**config.mk**
```make
export PLATFORM = sky130hd
export DESIGN_NAME = weight_row_packer
export DESIGN_NICKNAME = d
export VERILOG_FILES = /design/src/rtl/weight_row_packer_pkg.sv /design/src/rtl/weight_row_packer_row_fifo.sv /design/src/rtl/weight_row_packer.sv
export SDC_FILE = /design/constraint.sdc
export NUM_CORES = 2
export LEC_CHECK = 0
export CAP_MARGIN = 0
export CORE_ASPECT_RATIO = 0.9
export CORE_MARGIN = 2
export CORE_UTILIZATION = 50
export CTS_BUF_LIST = sky130_fd_sc_hd__clkbuf_2
export DETAILED_ROUTE_END_ITERATION = 16
export GPL_ROUTABILITY_DRIVEN = 0
export GPL_TIMING_DRIVEN = 0
export PLACE_DENSITY_LB_ADDON = 0.25
export SLEW_MARGIN = 0
export SYNTH_ARGS = -nofsm -noshare
export SYNTH_HDL_FRONTEND = slang
export SYNTH_SLANG_ARGS = --single-unit
```
**constraint.sdc**
```tcl
create_clock -name clk -period 21.3 [get_ports clk]
set_input_delay 5.325 -clock clk [delete_from_list [all_inputs] [get_ports clk]]
set_output_delay 5.325 -clock clk [all_outputs]
set_load 0.01 [all_outputs]
```
**src/rtl/weight_row_packer_pkg.sv**
```systemverilog
// Shared sizing for the weight path: loader beat width, array geometry, row FIFO depth.
// Loader, packer and array import this so their row layouts agree.
package weight_row_packer_pkg;
    localparam int DATA_W_DEF     = 128;
    localparam int ARRAY_N_DEF    = 32;
    localparam int WT_W_DEF       = 8;
    localparam int FIFO_DEPTH_DEF = 4;
    localparam int ROW_W_DEF      = ARRAY_N_DEF * WT_W_DEF;
    localparam int WPR_DEF        = ROW_W_DEF / DATA_W_DEF;

    typedef enum logic [1:0] {
        ST_IDLE    = 2'd0,
        ST_COLLECT = 2'd1,
        ST_DRAIN   = 2'd2
    } pk_state_e;
endpackage

```
**src/rtl/weight_row_packer_row_fifo.sv**
```systemverilog
// First-word-fall-through row FIFO. Extra pointer MSB separates full from empty.
// A push into a full FIFO is only taken when a pop retires an entry the same cycle.
module row_fifo_fwft #(
    parameter int WIDTH = 256,
    parameter int DEPTH = 4
) (
    input  logic             clk,
    input  logic             rst_n,
    input  logic             push,
    input  logic [WIDTH-1:0] push_data,
    input  logic             pop,
    output logic [WIDTH-1:0] pop_data,
    output logic             full,
    output logic             empty
);
    localparam int AW = $clog2(DEPTH);

    logic [WIDTH-1:0] mem [DEPTH];
    logic [AW:0]      wr_ptr, rd_ptr;
    logic             do_push, do_pop;

    assign empty    = (wr_ptr == rd_ptr);
    assign full     = (wr_ptr[AW] != rd_ptr[AW]) && (wr_ptr[AW-1:0] == rd_ptr[AW-1:0]);
    assign do_pop   = pop && !empty;
    assign do_push  = push && (!full || do_pop);
    assign pop_data = mem[rd_ptr[AW-1:0]];

    always_ff @(posedge clk or negedge rst_n) begin
        if (!rst_n) begin
            wr_ptr <= '0;
            rd_ptr <= '0;
        end else begin
            if (do_push) wr_ptr <= wr_ptr + 1'b1;
            if (do_pop)  rd_ptr <= rd_ptr + 1'b1;
        end
    end

    always_ff @(posedge clk) begin
        if (do_push) mem[wr_ptr[AW-1:0]] <= push_data;
    end
endmodule

```
**src/rtl/weight_row_packer.sv**
```systemverilog
// Packs free-running weight beats into full array rows, buffers them in a FWFT FIFO
// and hands them to the array's weight-load port; pulses tile_done after the last row.
module weight_row_packer
    import weight_row_packer_pkg::*;
#(
    parameter  int DATA_W     = DATA_W_DEF,
    parameter  int ARRAY_N    = ARRAY_N_DEF,
    parameter  int WT_W       = WT_W_DEF,
    parameter  int FIFO_DEPTH = FIFO_DEPTH_DEF,
    localparam int ROW_W      = ARRAY_N * WT_W,
    localparam int WPR        = ROW_W / DATA_W,
    localparam int RC_W       = $clog2(ARRAY_N + 1)
) (
    input  logic              clk,
    input  logic              rst_n,
    input  logic              start,
    input  logic [RC_W-1:0]   tile_rows,
    input  logic              in_valid,
    input  logic [DATA_W-1:0] in_data,
    output logic              row_valid,
    output logic [ROW_W-1:0]  row_data,
    output logic [RC_W-1:0]   row_idx,
    input  logic              row_ready,
    output logic              busy,
    output logic              tile_done,
    output logic              err_overflow,
    output logic              err_stray
);
    localparam int BC_W = (WPR > 1) ? $clog2(WPR) : 1;

    pk_state_e         state, state_nxt;
    logic [RC_W-1:0]   rows_tgt, rows_in, pop_cnt, tgt_clamped;
    logic [BC_W-1:0]   beat_cnt;
    logic [ROW_W-1:0]  asm_row, row_nxt, fifo_dout;
    logic              fifo_full, fifo_empty, push, pop, last_beat;

    assign tgt_clamped = (tile_rows > RC_W'(ARRAY_N)) ? RC_W'(ARRAY_N) : tile_rows;
    assign last_beat   = (beat_cnt == BC_W'(WPR - 1));
    assign push        = (state == ST_COLLECT) && in_valid && last_beat;
    assign row_valid   = !fifo_empty;
    assign pop         = row_valid && row_ready;
    assign busy        = (state != ST_IDLE);
    assign row_idx     = pop_cnt;
    // Gate the un-reset FIFO storage so row_data reads 0 whenever nothing is presented.
    assign row_data    = fifo_empty ? '0 : fifo_dout;

    always_comb begin
        row_nxt = asm_row;
        row_nxt[int'(beat_cnt)*DATA_W +: DATA_W] = in_data;
    end

    always_comb begin
        state_nxt = state;
        case (state)
            ST_IDLE:    if (start) state_nxt = (tgt_clamped == '0) ? ST_DRAIN : ST_COLLECT;
            ST_COLLECT: if (push && (rows_in + RC_W'(1) == rows_tgt)) state_nxt = ST_DRAIN;
            ST_DRAIN:   if (fifo_empty) state_nxt = ST_IDLE;
            default:    state_nxt = ST_IDLE;
        endcase
    end

    always_ff @(posedge clk or negedge rst_n) begin
        if (!rst_n) begin
            state        <= ST_IDLE;
            rows_tgt     <= '0;
            rows_in      <= '0;
            pop_cnt      <= '0;
            beat_cnt     <= '0;
            asm_row      <= '0;
            err_overflow <= 1'b0;
            err_stray    <= 1'b0;
            tile_done    <= 1'b0;
        end else begin
            state     <= state_nxt;
            tile_done <= (state == ST_DRAIN) && fifo_empty;
            if (pop) pop_cnt <= pop_cnt + RC_W'(1);
            case (state)
                ST_IDLE: begin
                    if (start) begin
                        rows_tgt     <= tgt_clamped;
                        rows_in      <= '0;
                        pop_cnt      <= '0;
                        beat_cnt     <= '0;
                        err_overflow <= 1'b0;
                        err_stray    <= 1'b0;
                    end
                    if (in_valid) err_stray <= 1'b1;
                end
                ST_COLLECT: begin
                    if (in_valid) begin
                        asm_row  <= row_nxt;
                        beat_cnt <= last_beat ? '0 : beat_cnt + BC_W'(1);
                        // Dropped rows still count so the tile always terminates.
                        if (last_beat) begin
                            rows_in <= rows_in + RC_W'(1);
                            if (fifo_full && !pop) err_overflow <= 1'b1;
                        end
                    end
                end
                default: if (in_valid) err_stray <= 1'b1;
            endcase
        end
    end

    row_fifo_fwft #(
        .WIDTH (ROW_W),
        .DEPTH (FIFO_DEPTH)
    ) u_fifo (
        .clk       (clk),
        .rst_n     (rst_n),
        .push      (push),
        .push_data (row_nxt),
        .pop       (pop),
        .pop_data  (fifo_dout),
        .full      (fifo_full),
        .empty     (fifo_empty)
    );
endmodule

```
==> run summary <==
Core ar.: 104000 µm²
Clock Skew: 151 ps
final HPWL from detailed placement: 78100 µm
outcome: completed
period utilization: 48.1%
Final Slew Violations: 0
Die Area: 108000 µm²
Simple-Gate Fraction of Synth Area: 3.72%
Starting Density: 50.5%
DR vias/cell: 5.55
Final Hold Vio Count: 0
Async SR Flop Fraction: 21.8%
first-pass GRT wire length: 182000 µm
Hold Path Cell Cnt: 1
Mapped Cells: 2613
r2r setup slk: 17050 ps
initial drt markers: 1933
Post-CTS Hold Fix Bufs: 0
cell mode on critical path: buf_2
Pleak: 0.0219 µW
Worst-Skew Late Latency: 1570 ps
post_cts resized: 0
detail-routed net length per standard cell: 24.5 µm
largest net degree at the start of global routing: 103
critical path, cell by cell: buf_2, clkbuf_1, buf_2, mux4_2, and2_1, clkdlybuf4s50_1
Total GRT Usage: 22.9%
final hold slack: 506 ps
post-synthesis compound-gate area fraction: 0.369%
unrepaired setup endpoints after global routing: false
drc violations: 0
Rel. slew slack: 9.86%
Place WS: 12430 ps
Overflow after GRT: 0
number of synthesized flops with an enable pin: 1024
crit path DAT: 4930 ps
Hold Crit Class: flop to flop
post-CTS setup buffer count: 0
vias in the first global route: 29800
Die Height: 312 µm
Syn Area/Cell: 20.1 µm²
share of layout cells above drive strength 1: 39.1%
die width: 346 µm
largest buffer count on any clock path: 4
# rows: 112
top cells by area, synth: edfxtp_1, dfrtp_1, mux2_2
placed insts: 4407
initial antenna violation count: 20
Seq/Total Area, Yosys: 72.1%
critical path required time: 15980 ps
TNS Setup: 0 ps
ANT nets after route: 0
startpoint types: flop
final WL: 123000 µm
# setup viols final: 0
Syn Nets: 2759
post-layout net count: 3523
power density over the cells: 158 nW/µm²
filler cell count: 7835
H-tree depth: 5
post-synth top area share: 58.5%
synth warn: 0
PortBufs: 404
post-layout minimum cycle time: 10250 ps
crit path kind: flop to output port
clock buffer count from CTS: 336
non-filler cells, final: 5013
cell taking the most area after synthesis: edfxtp_1
crit path max fanout: 10
mux contribution to synthesized area: 22.0%
Synth Area in XOR/XNOR: 0.350%
worst vdd ir: 106 µV
Synth-to-Final Area Change: 17.9%
I/O pin count: 406
Tightest Pin Transition: 1350 ps
clk slew on worst S/H paths: 110 ps
DR vias: 27800
CTS tree: built
total iterations of the first detailed-routing run: 5
Final Util: 59.6%
Crit-path slowest cell: clkbuf_1
synth unique cells: 40
top_reg_cell synth: edfxtp_1
setup slack after layout: 11050 ps
Max Cap Viol: 0
Seq cells post-synth: 1310
main combinational cell family by area after synthesis: multiplexers
Setup crit end kind: output port
Reg2Reg Depth: 7
Synth Area in Adders: 0.167%
Max Fclk: 0.0975 GHz
CTS Root Cell: clkbuf_2
Post-Syn Area: 52500 µm²
CTS Sinks: 1310
largest stage delay on the critical path: 930 ps
top-count cell post-synth: edfxtp_1
Post-synth top cells: edfxtp_1, mux2_2, dfrtp_1
[worst max-delay path, delay by kind of cell (launching register included)]
| kind | cells | cell delay (ps) |
|---|---|---|
| AND/OR/NAND/NOR | 1 | 170 |
| multiplexers | 1 | 550 |
| flip-flops | 1 | 370 |
| buffers and inverters | 4 | 2300 |
[cells by family after synthesis]
| group | count (synthesis) |
|---|---|
| simple gates | 321 |
| flops | 1310 |
| buf+inv | 153 |
| mux | 769 |
| xor+xnor | 21 |
| fa+ha+maj | 7 |
| compound gates | 32 |
[report_power, final]
| group | switching, µW | internal, µW | leakage [µW] | total (µW) |
|---|---|---|---|---|
| registers | 191 | 3650 | 0.0127 | 3840 |
| clock network | 981 | 690 | 0.00236 | 1670 |
| logic | 2150 | 2160 | 0.00686 | 4310 |
| total | 3320 | 6500 | 0.0219 | 9820 |
[cell type report]
type	count	area [µm²]	area share, %
flip-flops and latches	1310	37900	61.2
well taps	1368	1710	2.76
clock inverters	75	409	0.660
repair buffers	426	4650	7.51
inverters	5	20.0	0.0323
clock buffers	520	2600	4.20
multi-input cells	1150	14000	22.5
diodes	11	27.5	0.0444
plain buffers	148	658	1.06
[metrics by stage]
step | cell area (µm²) | total power, µW
floorplan | 52500 | 6330
global placement | 58300 | 8220
detailed placement | 58900 | 8270
CTS | 61900 | 9960
global route | 62000 | 10400
finish | 62000 | 9820
[per-layer routing]
layer  GRT usage [%]  up-vias  share of wire (%)
met5               0        -              0.085
met4            8.26       16                2.5
met3            6.40      220                7.2
met2            37.9      985                 50
met1            29.0    14500                 40
li1                -    12100                  -
[state kept, by name, summed over array words and instances, names as in the netlist]
signal,cells
asm_row,256
beat_cnt,1
err_overflow,1
err_stray,1
row_idx,6
rows_in,6
rows_tgt,6
state,2
tile_done,1
u_fifo.mem,1024
u_fifo.rd_ptr,3
u_fifo.wr_ptr,3
[layout by cell type, fill, tap and decap left out, drive strengths merged, types with 9 or more instances in the layout]
master,instances
xor2,9
nand2,19
nand3,10
clkinv,65
o21ai,15
mux4,256
clkdlybuf4s50,403
clkbuf,589
dfrtp,286
buf,102
edfxtp,1024
xnor2,12
diode,11
mux2,513
and2,260
[worst paths after layout]
path / start / endpoint
min in group asynchronous: rst_n / asm_row[12]$_DFFE_PN0N_
max: u_fifo.rd_ptr[0]$_DFFE_PN0P_ / row_data[214]
max reg2reg: beat_cnt$_DFFE_PN0P_ / u_fifo.mem[2][84]$_DFFE_PP_
min: asm_row[48]$_DFFE_PN0N_ / asm_row[48]$_DFFE_PN0N_
max in group asynchronous: rst_n / asm_row[47]$_DFFE_PN0N_
min reg2reg: asm_row[48]$_DFFE_PN0N_ / asm_row[48]$_DFFE_PN0N_
(Power assumes the default switching activity.)
==> RTL edit 1, RTL diff (same flow settings) <==
Put one more register stage on the output `err_stray`, without a reset. The value now appears one clock later. The other outputs are not delayed to match.
--- a/src/rtl/weight_row_packer.sv
+++ b/src/rtl/weight_row_packer.sv
@@ -27,6 +27,8 @@
     output logic              err_stray
 );
     localparam int BC_W = (WPR > 1) ? $clog2(WPR) : 1;
+
+    logic err_stray_s0;
 
     pk_state_e         state, state_nxt;
     logic [RC_W-1:0]   rows_tgt, rows_in, pop_cnt, tgt_clamped;
@@ -68,7 +70,7 @@
             beat_cnt     <= '0;
             asm_row      <= '0;
             err_overflow <= 1'b0;
-            err_stray    <= 1'b0;
+            err_stray_s0 <= 1'b0;
             tile_done    <= 1'b0;
         end else begin
             state     <= state_nxt;
@@ -82,9 +84,9 @@
                         pop_cnt      <= '0;
                         beat_cnt     <= '0;
                         err_overflow <= 1'b0;
-                        err_stray    <= 1'b0;
+                        err_stray_s0 <= 1'b0;
                     end
-                    if (in_valid) err_stray <= 1'b1;
+                    if (in_valid) err_stray_s0 <= 1'b1;
                 end
                 ST_COLLECT: begin
                     if (in_valid) begin
@@ -97,7 +99,7 @@
                         end
                     end
                 end
-                default: if (in_valid) err_stray <= 1'b1;
+                default: if (in_valid) err_stray_s0 <= 1'b1;
             endcase
         end
     end
@@ -115,5 +117,9 @@
         .full      (fifo_full),
         .empty     (fifo_empty)
     );
+    always_ff @(posedge clk) begin
+        err_stray <= err_stray_s0;
+    end
+
 endmodule
 
Behaviour: not the same (Yosys sat finds a counterexample within 4 cycles, from zero or initial values and one cycle with rst_n low).
==> RTL edit 1 against the unedited design <==
Fmax shrank 1.6%. Area after synthesis about the same. Clock skew increased by 0.020 ns. Sequential cell count increased by 1. Worst setup slack worse by 0.16 ns. Non-clock buffer count up 1. Total power hardly changed. Sequential power about the same. Count of clock-buffer cells in the layout decreased by 8. Final area grew 0.12%. Wire length is 0.55% lower. Utilization up 0.069 points. Final cell count grew 0.16%. Clock power barely moved. Critical endpoint unchanged. Highest routed layer unchanged.
==> RTL edit 1: results (changes against the unedited design) <==
CLOCK_SINKS=1311  # +0.076%
CLOCK_AREA_SHARE_PCT=4.885  # +0.025 points
SYNTH_AREA_LEADERS='edfxtp_1, dfrtp_1, mux2_2'
DP_WORST_SETUP_SLACK_NS=12.45  # +0.02380 ns
HOLDPATHSTAGES=0  # -1
CP_DATA_ARRIVAL_TIME_NS=5.09  # +0.16 ns
SYNTH_SEQ_AREA_SHARE_PCT=72.16  # about the same
ASYNC_SET_RESET_FLOP_SHARE_OUT_OF_SYNTHESIS_PCT=21.82  # about the same
GRT_UTIL_ALL_LAYERS_PCT=22.84  # -0.031 points
SYNTH_CELL_TYPES=41  # +2.5%
BUFAREASHARENONCLOCK_PCT=8.601  # +0.026 points
POWER.NET_SWITCHING_uW=3317  # -0.15%
DR.FIRST_ITER.DRC_COUNT=1938  # +0.26%
TIMING.CRITICAL_PATH.TO='row_data[214]'
ANTENNA_FOUND_INITIAL=24  # +20%
WORST_HOLD_PATH.ENDPOINT='err_stray$_DFF_P_'
FINAL_CELL_COUNT_NO_FILL=5021  # +0.16%
TIMING_WORST_SLEW_PIN_VALUE_NS=1.317  # -0.03464 ns
OUTCOME='completed'
WORST_SLACK_NS=10.88  # -0.1616 ns
DRIVE_GT1_SHARE_PCT=39.00  # -0.098 points
HPWL_UM=77420  # -0.87%
WORST_SETUP_PATH_STARTPOINT='u_fifo.rd_ptr[1]$_DFFE_PN0P_'
POWER.STATIC_LEAKAGE_uW=0.02193  # +0.14%
LAYOUT.CORE_UTILIZATION_PCT=59.66  # +0.069 points
P_TOTAL_uW=9823  # about the same
CLOCK-SKEW-FINAL_NS=0.1713  # +0.01988 ns
HOLD_START='err_stray_s0$_DFFE_PN0P_'
MAX_STAGE_DELAY_NS=0.76  # -0.17 ns
SYN-MEAN-INSTANCE-AREA_UM2=20.11  # about the same
ANTENNA_CELLS=15  # +4
GRT_PASS1_WL_UM=183000  # +0.51%
AVGVIACOUNTPERCELL=5.480  # -1.2%
FILLERINSTANCES=7832  # -0.038%
CP_SLOWEST_CELL='clkdlybuf4s50_1'
VIAS_IN_THE_FIRST_GLOBAL_ROUTE=29913  # +0.47%
PLACE_AREA_MM2=0.05896  # about the same
SYN-NUM-NETS=2760  # +0.036%
WORST_HOLD_SLACK_NS=0.4042  # -0.1015 ns
RTL edit 1: changes by cell type after synthesis, sizes merged:
cell / unedited run / this run
dfxtp: 0 / 1
RTL edit 1: logic make-up after synthesis:
logic type                 Yosys count  share of synthesized area [%]
muxes                              769                          21.96
xor gates and xnor gates            21                         0.3499
AOI/OAI and AO/OA                   32                         0.3690
adders and majority gates            7                         0.1666
DFF                               1311                          72.16
buffers and inverters              153                          1.281
and+or+nand+nor                    321                          3.716
RTL edit 1: layer usage:
layer | GRT usage, % | share of wire, % | vias up
met2 | 37.87 | 51 | 881
met5 | 0 | 0.12 | -
met3 | 6.548 | 7.2 | 200
met4 | 7.751 | 2.1 | 22
met1 | 29.02 | 40 | 14293
li1 | - | - | 12117
==> RTL edit 2, RTL diff (same flow settings) <==
Without the edit above. Set the package constant `FIFO_DEPTH_DEF` to 2 (it was 4).
--- a/src/rtl/weight_row_packer_pkg.sv
+++ b/src/rtl/weight_row_packer_pkg.sv
@@ -4,7 +4,7 @@
     localparam int DATA_W_DEF     = 128;
     localparam int ARRAY_N_DEF    = 32;
     localparam int WT_W_DEF       = 8;
-    localparam int FIFO_DEPTH_DEF = 4;
+    localparam int FIFO_DEPTH_DEF = 2;
     localparam int ROW_W_DEF      = ARRAY_N_DEF * WT_W_DEF;
     localparam int WPR_DEF        = ROW_W_DEF / DATA_W_DEF;
 
Formal check against the unedited RTL: no difference found for any inputs over 4 cycles, from zero or initial values and one cycle with rst_n low; that may be too few to reach the edited logic, so the function may still have changed.
==> RTL edit 2 against the unedited design <==
Sequential cell count decreased by 514. Area after synthesis is 37% lower. Final area down 34%. Worst setup slack improved by 0.38 ns. Wire length is 30% lower. Total power shrank 32%. Fmax grew 3.8%. Clock power shrank 37%. Largest cell class unchanged.
==> RTL edit 2: results (changes against the unedited design) <==
CLOCK-SKEW-FINAL_NS=0.08101  # -0.07037 ns
SYNTH_SEQ_AREA_SHARE_PCT=67.88  # -4.3 points
CP_DATA_ARRIVAL_TIME_NS=4.55  # -0.38 ns
SLEW-LIMIT-HEADROOM_PCT=7.853  # -2.0 points
HPWL_UM=59470  # -24%
IO_BUFFERS=405  # +0.25%
ANTENNA_FOUND_INITIAL=16  # -20%
CTS.REPORTEDPATHS.CLKPINSLEW_NS=0.09  # -0.02 ns
CTS_INSERTED_BUFFERS=195  # -42%
HOLD_START='asm_row[81]$_DFFE_PN0N_'
SYNTH_CELL_TYPES=33  # -18%
R2R-START='state[1]$_DFFE_PN0P_'
NETS=3361  # -4.6%
WORSTSKEWPAIRLATENCY_NS=1.37  # -0.20 ns
SYNTH_EDF_COUNT=512  # -50%
WORST_HOLD_PATH.ENDPOINT='asm_row[81]$_DFFE_PN0N_'
SYNTH_AREA_LEADERS='edfxtp_1, dfrtp_1, nand2_1'
HOLDPATHSTAGES=2  # +1
REG2REG_SETUP_SLACK_NS=18.32  # +1.27 ns
HTREE_LEVELS=4  # -1
LARGEST_REGISTER_FFS=512  # -50%
ROUTEDWLPERCELL_UM=20.26  # -17%
OUTCOME='completed'
CTS_MAX_PATH_BUFFERS=3  # -1
DRIVE_GT1_SHARE_PCT=20.74  # -18 points
POWER.STATIC_LEAKAGE_uW=0.01759  # -20%
DIE_W_UM=275.3  # -20%
SYNTH_INSTANCES=2592  # -0.80%
WORST_HOLD_SLACK_NS=0.4777  # -0.02801 ns
IR_DROP_mV=0.1148  # +8.6%
DR_TOTAL_VIAS=22114  # -20%
GRT_UTIL_ALL_LAYERS_PCT=25.32  # +2.5 points
PLACE_AREA_MM2=0.03889  # -34%
DP_WORST_SETUP_SLACK_NS=12.80  # +0.3723 ns
SYN-NUM-NETS=2733  # -0.94%
## RTL edit 2: changes by cell type after synthesis, sizes merged, moves of 13 or more
cell	before	now
and2	260	3
buf	79	92
clkbuf	69	54
edfxtp	1024	512
mux2	513	256
mux2i	0	256
mux4	256	0
nand2	19	794
nor2	7	270
## RTL edit 2: report_power, final
group / switching (µW) / internal, µW
Sequential: 169 / 2260
Combinational: 1780 / 1460
Clock: 606 / 442
Total: 2560 / 4160
## RTL edit 2: how the worst max path moves through the flow
stage	from	to	slack, ns	cells after the start
after floorplan	in_valid	u_fifo.mem[0][0]$_DFFE_PP_	5.01	4
after global placement	in_valid	u_fifo.mem[0][51]$_DFFE_PP_	-2.20	5
after detailed placement	u_fifo.rd_ptr[0]$_DFFE_PN0P_	row_data[205]	12.80	6
after CTS	u_fifo.rd_ptr[0]$_DFFE_PN0P_	row_data[205]	11.21	6
after global routing	u_fifo.rd_ptr[0]$_DFFE_PN0P_	row_data[205]	11.11	6
final	u_fifo.rd_ptr[0]$_DFFE_PN0P_	row_data[205]	11.42	6
## RTL edit 2: cell families (layout without fill, tap and decap cells)
family	count (synthesis)	count (layout)	share of synthesized area, %
adders and majority gates	2	2	0.07555
other	0	13	0
muxes	512	512	16.44
AOI/OAI and AO/OA	18	18	0.3249
DFF	796	796	67.88
xor gates and xnor gates	22	22	0.6045
buffers and inverters	150	942	2.014
and+or+nand+nor	1092	1092	12.66
## RTL edit 2: layout make-up
cell class,count,area [µm²]
inverters,4,15.01
clock buffers,318,1592
plain buffers,146,651.9
diodes,13,32.53
repair buffers,431,4672
multi-input cells,1646,9985
well taps,864,1081
flip-flops and latches,796,22480
clock inverters,43,292.8
fillers,5016,24790
## RTL edit 2: routing by layer
metal / up-vias / global-route usage (%) / wire length, µm
met4: 12 / 10.08 / 2321
met3: 150 / 6.960 / 6325
met1: 10917 / 32.40 / 35320
met5: - / 0 / 90
met2: 761 / 41.15 / 42260
li1: 10274 / - / -
## RTL edit 2: stage by stage
stage	setup TNS, ns	total power [µW]
after detailed placement	0	5710
after global placement	-556.69	5649
final	0	6721
after CTS	0	6769
after global routing	0	7118
after floorplan	0	4180
## RTL edit 2: worst max-delay path, cell delays in order, from the launching register on
cell and delay [ns]:
dfrtp_1 0.32, buf_2 0.22, clkbuf_1 0.91, buf_2 0.49, mux2i_1 0.51, nor2_1 0.19
clkdlybuf4s50_1 0.52
